--- src/rtl/bomb_scheduler_pkg.sv ---
// Shared game constants: scheduler state encoding, LFSR taps and alien grid size.
`timescale 1ns/1ps
package bomb_scheduler_pkg;

    localparam int unsigned ALIEN_COLS = 11;
    localparam int unsigned LFSR_W     = 8;

    // Taps for x^8+x^6+x^5+x^4+1 in Fibonacci form: bits 7, 5, 4, 3.
    localparam logic [LFSR_W-1:0] LFSR_TAPS = 8'hB8;

    typedef enum logic [2:0] {
        IDLE      = 3'd0,
        COOLDOWN  = 3'd1,
        PICK_COL  = 3'd2,
        PICK_SLOT = 3'd3,
        FIRE      = 3'd4
    } state_t;

endpackage

--- src/rtl/bomb_scheduler_lfsr8.sv ---
// Free-running 8-bit Fibonacci LFSR; shifts feedback into bit 0 every cycle.
`timescale 1ns/1ps
module lfsr8
    import bomb_scheduler_pkg::*;
(
    input  logic              s_clk,
    input  logic              reset,
    input  logic [LFSR_W-1:0] seed,
    output logic [LFSR_W-1:0] q
);

    logic feedback;

    assign feedback = ^(q & LFSR_TAPS);

    always_ff @(posedge s_clk) begin
        if (reset) begin
            q <= seed;
        end else begin
            q <= {q[LFSR_W-2:0], feedback};
        end
    end

endmodule

--- src/rtl/bomb_scheduler.sv ---
// Alien bomb scheduler: cooldown in frames, random column scan, round-robin slot launch.
`timescale 1ns/1ps
module bomb_scheduler
    import bomb_scheduler_pkg::*;
#(
    parameter int unsigned NUM_SLOTS       = 3,
    parameter int unsigned NUM_COLS        = ALIEN_COLS,
    parameter int unsigned COOLDOWN_FRAMES = 40,
    parameter logic [7:0]  LFSR_SEED       = 8'hA5
) (
    input  logic                 s_clk,
    input  logic                 reset,
    input  logic                 frame_tick,
    input  logic                 game_run,
    input  logic [NUM_COLS-1:0]  col_alive,
    input  logic [NUM_SLOTS-1:0] slot_active,
    output logic [NUM_SLOTS-1:0] fire,
    output logic [3:0]           fire_col,
    output logic                 busy,
    output logic [7:0]           fire_count
);

    localparam int unsigned SLOT_W = (NUM_SLOTS > 1) ? $clog2(NUM_SLOTS) : 1;
    localparam int unsigned CD_W   = 6;
    localparam int unsigned COL_W  = 4;

    localparam logic [CD_W-1:0]   CD_RELOAD = CD_W'(COOLDOWN_FRAMES);
    localparam logic [COL_W-1:0]  LAST_COL  = COL_W'(NUM_COLS - 1);
    localparam logic [SLOT_W-1:0] LAST_SLOT = SLOT_W'(NUM_SLOTS - 1);

    state_t              state, state_d;
    logic [CD_W-1:0]     cd_cnt, cd_d;
    logic [COL_W-1:0]    scan_idx, idx_d;
    logic [COL_W-1:0]    scan_cnt, scnt_d;
    logic [COL_W-1:0]    sel_col, sel_col_d;
    logic [SLOT_W-1:0]   sel_slot, sel_slot_d;
    logic [SLOT_W-1:0]   rr_ptr, rr_d;
    logic [7:0]          count_d;
    logic [NUM_SLOTS-1:0] fire_d;
    logic [3:0]          fire_col_d;
    logic                busy_d;

    logic [7:0]          lfsr_q;
    logic [COL_W-1:0]    entry_idx;
    logic                slot_found;
    logic [SLOT_W-1:0]   free_slot;
    logic                unused_lfsr_hi;

    lfsr8 u_lfsr (
        .s_clk (s_clk),
        .reset (reset),
        .seed  (LFSR_SEED),
        .q     (lfsr_q)
    );

    // Only the low nibble seeds the column scan.
    assign unused_lfsr_hi = ^lfsr_q[7:4];
    assign entry_idx = (int'(lfsr_q[3:0]) < int'(NUM_COLS)) ? lfsr_q[3:0]
                     : COL_W'(int'(lfsr_q[3:0]) - int'(NUM_COLS));

    // First free slot, searching round-robin from rr_ptr.
    always_comb begin
        int unsigned cand;
        slot_found = 1'b0;
        free_slot  = '0;
        cand       = 0;
        for (int unsigned k = 0; k < NUM_SLOTS; k++) begin
            cand = int'(rr_ptr) + k;
            if (cand >= NUM_SLOTS) begin
                cand = cand - NUM_SLOTS;
            end
            if (!slot_found && !slot_active[SLOT_W'(cand)]) begin
                slot_found = 1'b1;
                free_slot  = SLOT_W'(cand);
            end
        end
    end

    always_comb begin
        state_d    = state;
        cd_d       = cd_cnt;
        idx_d      = scan_idx;
        scnt_d     = scan_cnt;
        sel_col_d  = sel_col;
        sel_slot_d = sel_slot;
        rr_d       = rr_ptr;
        count_d    = fire_count;
        fire_d     = '0;
        fire_col_d = '0;

        case (state)
            IDLE: begin
                if (game_run) begin
                    cd_d    = CD_RELOAD;
                    state_d = COOLDOWN;
                end
            end
            COOLDOWN: begin
                if (frame_tick) begin
                    if (cd_cnt <= CD_W'(1)) begin
                        cd_d    = '0;
                        idx_d   = entry_idx;
                        scnt_d  = '0;
                        state_d = PICK_COL;
                    end else begin
                        cd_d = cd_cnt - CD_W'(1);
                    end
                end
            end
            PICK_COL: begin
                if (col_alive[scan_idx]) begin
                    sel_col_d = scan_idx;
                    state_d   = PICK_SLOT;
                end else if (scan_cnt == LAST_COL) begin
                    cd_d    = CD_RELOAD;
                    state_d = COOLDOWN;
                end else begin
                    idx_d  = (scan_idx == LAST_COL) ? '0 : scan_idx + COL_W'(1);
                    scnt_d = scan_cnt + COL_W'(1);
                end
            end
            PICK_SLOT: begin
                if (slot_found) begin
                    sel_slot_d        = free_slot;
                    fire_d[free_slot] = 1'b1;
                    fire_col_d        = sel_col;
                    state_d           = FIRE;
                end else begin
                    cd_d    = CD_RELOAD;
                    state_d = COOLDOWN;
                end
            end
            FIRE: begin
                count_d = fire_count + 8'd1;
                rr_d    = (sel_slot == LAST_SLOT) ? '0 : sel_slot + SLOT_W'(1);
                cd_d    = CD_RELOAD;
                state_d = COOLDOWN;
            end
            default: state_d = IDLE;
        endcase

        // Stopping the game wins over every transition; a launch already in FIRE still counts.
        if (!game_run) begin
            state_d    = IDLE;
            fire_d     = '0;
            fire_col_d = '0;
        end

        busy_d = (state_d != IDLE);
    end

    always_ff @(posedge s_clk) begin
        if (reset) begin
            state      <= IDLE;
            cd_cnt     <= '0;
            scan_idx   <= '0;
            scan_cnt   <= '0;
            sel_col    <= '0;
            sel_slot   <= '0;
            rr_ptr     <= '0;
            fire_count <= '0;
            fire       <= '0;
            fire_col   <= '0;
            busy       <= 1'b0;
        end else begin
            state      <= state_d;
            cd_cnt     <= cd_d;
            scan_idx   <= idx_d;
            scan_cnt   <= scnt_d;
            sel_col    <= sel_col_d;
            sel_slot   <= sel_slot_d;
            rr_ptr     <= rr_d;
            fire_count <= count_d;
            fire       <= fire_d;
            fire_col   <= fire_col_d;
            busy       <= busy_d;
        end
    end

endmodule
--- config.mk ---
export PLATFORM = sky130hd
export DESIGN_NAME = bomb_scheduler
export DESIGN_NICKNAME = d
export VERILOG_FILES = /design/src/rtl/bomb_scheduler_pkg.sv /design/src/rtl/bomb_scheduler_lfsr8.sv /design/src/rtl/bomb_scheduler.sv
export SDC_FILE = /design/constraint.sdc
export NUM_CORES = 1
export LEC_CHECK = 0
export CORE_MARGIN = 4
export CORE_UTILIZATION = 30
export CTS_CLUSTER_SIZE = 24
export DETAILED_ROUTE_END_ITERATION = 10
export PLACE_DENSITY = 0.56
export SETUP_SLACK_MARGIN = 0.5
export SYNTH_ARGS = -nofsm -noshare
export SYNTH_HDL_FRONTEND = slang
export SYNTH_SLANG_ARGS = --single-unit
--- constraint.sdc ---
create_clock -name s_clk -period 2.2 [get_ports s_clk]
set_input_delay 0.33 -clock s_clk [delete_from_list [all_inputs] [get_ports s_clk]]
set_output_delay 0.33 -clock s_clk [all_outputs]
set_load 0.01 [all_outputs]
==> metrics.txt <==
status=finished, final reports clean; ys flop type=dfxtp_1; cts hold-fix bufs=0; RSZ-0062 raised after global routing=yes; Worst-path clk slew=approximately 90 ps; number of global-route vias before repair=2,248; Max Buffers Root-to-Sink=2; Tot GR Track Use=approximately an eighth; Slew HR=between 60 and 70%; Vert. Die Dim=between 90 and 100 µm; vias post-DR=between 2,000 and 2,500; Core ar.=just under 8000 µm²; Peak supply drop=0.264 mV; CP max FO=7; total global routing overflow=0; clk root buf=clkbuf_8; design area=roughly 3500 µm²; WP data arrival=2260 ps; CTS Sinks=roughly 50; number of synthesis warnings=0; Top Ports=34; Residual DRC=0; first-pass GRT wire length=roughly 10,000 µm; Post-Route WL=~6200 µm; setup TNS=0 ps; placed insts=about 430; CTS tree=done; pin count of the biggest net entering global routing=20; Layout Skew=11.9 ps; syn_nets=about 310; hold wc startpoint=u_lfsr.q[6]; full die area=9730 µm²; Vias/cell=roughly 5.0; die width=just under 100 µm; worst hold path class=reg2reg; final hold slack=between 400 and 500 ps; Leakage=around 1.2 nW; Nets=roughly 370; GP Congestion=0.801; post-synthesis register bit count=slightly below 50; count of cell types in the netlist=55; CTS buffer count=5; number of DRC markers in iteration 0=93; Final Setup Violations=0; slowest stage cell, crit path=mux4_2; final worst path period share=93.8%; Worst-Margin Slew=572 ps; Synth area leaders=dfxtp_1 (40%), a21oi_1 (4.5%), ha_1 (4.1%); power density over the cells=between 500 and 600 nW/µm²; Post-Synthesis Cell Area=2460 µm²; number of max-cap violations=0; Layout area overhead=40.3%; Crit. Startpoint=scan_idx[0]; hpwl dp=between 3000 and 4000 µm; mean post-synth cell area=approximately 8.7 µm²; Initial Utilization=a little under a third; Area after DPL=slightly above 3000 µm²; Synth async-reset ratio=0%; layout cell share with drive strength beyond 1=between 20 and 30%; H-tree depth=2; final slew viol count=0; sequential area share after synthesis=slightly below 40%; Rows=32; number of synthesized flops with an enable pin=0; endpoint class of the critical path=register; Final ANT Viol Nets=0; Synth area leader=dfxtp_1; cell count after synthesis=283; worst r2r src=scan_idx[0]; critical path required time=about 2400 ps; FMAX=0.485 GHz; First-pass DRT Iterations=4; antenna violations before repair=0; WS Path Type=reg2reg; Post-Layout Cell Count=444; CP Cell Sequence=mux4_2 -> or2_4 -> buf_4 -> a32o_2 -> buf_6 -> o21ai_1 -> a21oi_2; CP peak stage delay=around 500 ps; share of the synthesized area in the top cell type=approximately two fifths; Final Hold Fails=0; worst skew pair latency=310 ps; element type at the critical path start=register; Port-buffer cells=33; drt wl/cell=approximately 14 µm; Antenna Cells=0; min Tclk post-route=around 2100 ps
worst max-delay path: cells and delay by family, from the launching register on:
family	cells	cell delay, ps
multiplexers	1	500
flip-flops	1	350
AND/OR/NAND/NOR	1	250
AO/OA/AOI/OAI	3	550
buffers and inverters	2	300
per-layer routing:
metal / share of wire [%] / vias up / GRT usage [%]
met5: 0 / - / 0
met4: 1.1 / 0 / 3.57
met3: 3.6 / 4 / 2.62
met2: 46 / 38 / 20.2
met1: 49 / 1048 / 17.5
li1: - / 1134 / -
kinds of logic after synthesis:
kind of cell	after synthesis	synth area share, %
fa+ha+maj	9	4.47
flops	49	39.8
simple gates	114	25.3
compound gates	72	19.5
mux	7	3.35
xor+xnor	11	3.91
buf+inv	21	3.65
synthesized netlist by cell type (2+ instances only):
master     count
mux2i_1        6
or3b_1         2
a2bb2oi_1      2
nor3_1         3
nand3_1       12
a211oi_1       3
or3_1          3
and2_1         5
dfxtp_1       49
a22oi_1        2
inv_1          8
or4_1          3
nand2b_1       7
buf_2          3
o21ai_0        7
or2_2          4
and3_1         3
ha_1           8
a21oi_1       22
clkbuf_1       9
a31oi_1        6
o31a_1         2
nor2b_1       12
xor2_1         7
nor4_1         3
nor2_1        22
xnor2_1        4
a21boi_0       2
a21boi_1       2
o21ai_1        6
o31ai_1        5
nand3b_1       4
nand4_1        5
o21a_1         2
nand2_1       20
power by group:
group	leakage (nW)	total (W)	internal (W)	switching, W
logic	0.795	0.000324	0.000158	0.000165
clock network	0.0423	0.000562	0.000232	0.000330
registers	0.402	0.000946	0.000916	0.0000303
total	1.24	0.00183	0.00131	0.000526
final timing paths:
path | depth (start not counted) | endpoint | slack (ps)
worst max-delay path | 7 | scan_cnt[1] | 140
worst min-delay path | 1 | u_lfsr.q[7] | 420
worst max register to register | 7 | scan_cnt[1] | 140
worst min register to register | 1 | u_lfsr.q[7] | 420
through the flow:
stage	utilization (%)	setup WS, ps	power, W
finish	44.1	137	0.00183
global route	44.1	52.2	0.00193
CTS	42.6	182	0.00183
detailed placement	39.4	-211	0.00124
global placement	39.4	-201	0.00124
floorplan	-	227	0.00114
placed cells by master (no fill, tap or decap), types with 3 or more instances in the layout:
cell,count
or3_1,3
xor2_1,7
buf_6,5
a21oi_2,4
dfxtp_1,43
a211oi_1,3
nor2b_1,11
clkdlybuf4s50_1,29
nor2_1,19
nand2_1,20
buf_4,25
mux2i_1,6
clkbuf_8,5
a31oi_1,6
o21ai_0,7
inv_1,7
nor3_1,3
nand4_1,5
nand3_2,3
dfxtp_2,5
nand3b_1,4
o21ai_2,4
ha_1,6
or2_2,3
dlygate4sd2_1,4
nand2b_1,7
a21boi_1,3
o31ai_1,3
nand3_1,9
xnor2_1,4
a21oi_1,18
cell type report:
| cell class | instances | area [µm²] |
|---|---|---|
| clock inverter | 3 | 26.3 |
| tap | 102 | 128 |
| timing repair buffer | 63 | 569 |
| inverter | 8 | 30.0 |
| clock buffer | 5 | 68.8 |
| sequential | 49 | 991 |
| fill | 813 | 4390 |
| multi-input combinational | 214 | 1640 |
registers in the layout, indices dropped and copies added (netlist names):
name,count
state,3
cd_cnt,6
busy,1
rr_ptr,2
u_lfsr.q,8
scan_idx,4
fire,3
scan_cnt,4
fire_count,8
sel_col,4
fire_col,4
sel_slot,2
repair_timing:
action                     in CTS  in global routing
gates cloned                    2                  0
buffers inserted                5                  2
pin swaps                      12                 12
resized for setup              31                 23
setup endpoints to repair      29                 30
Note: power is estimated with default switching activity, not from simulation.
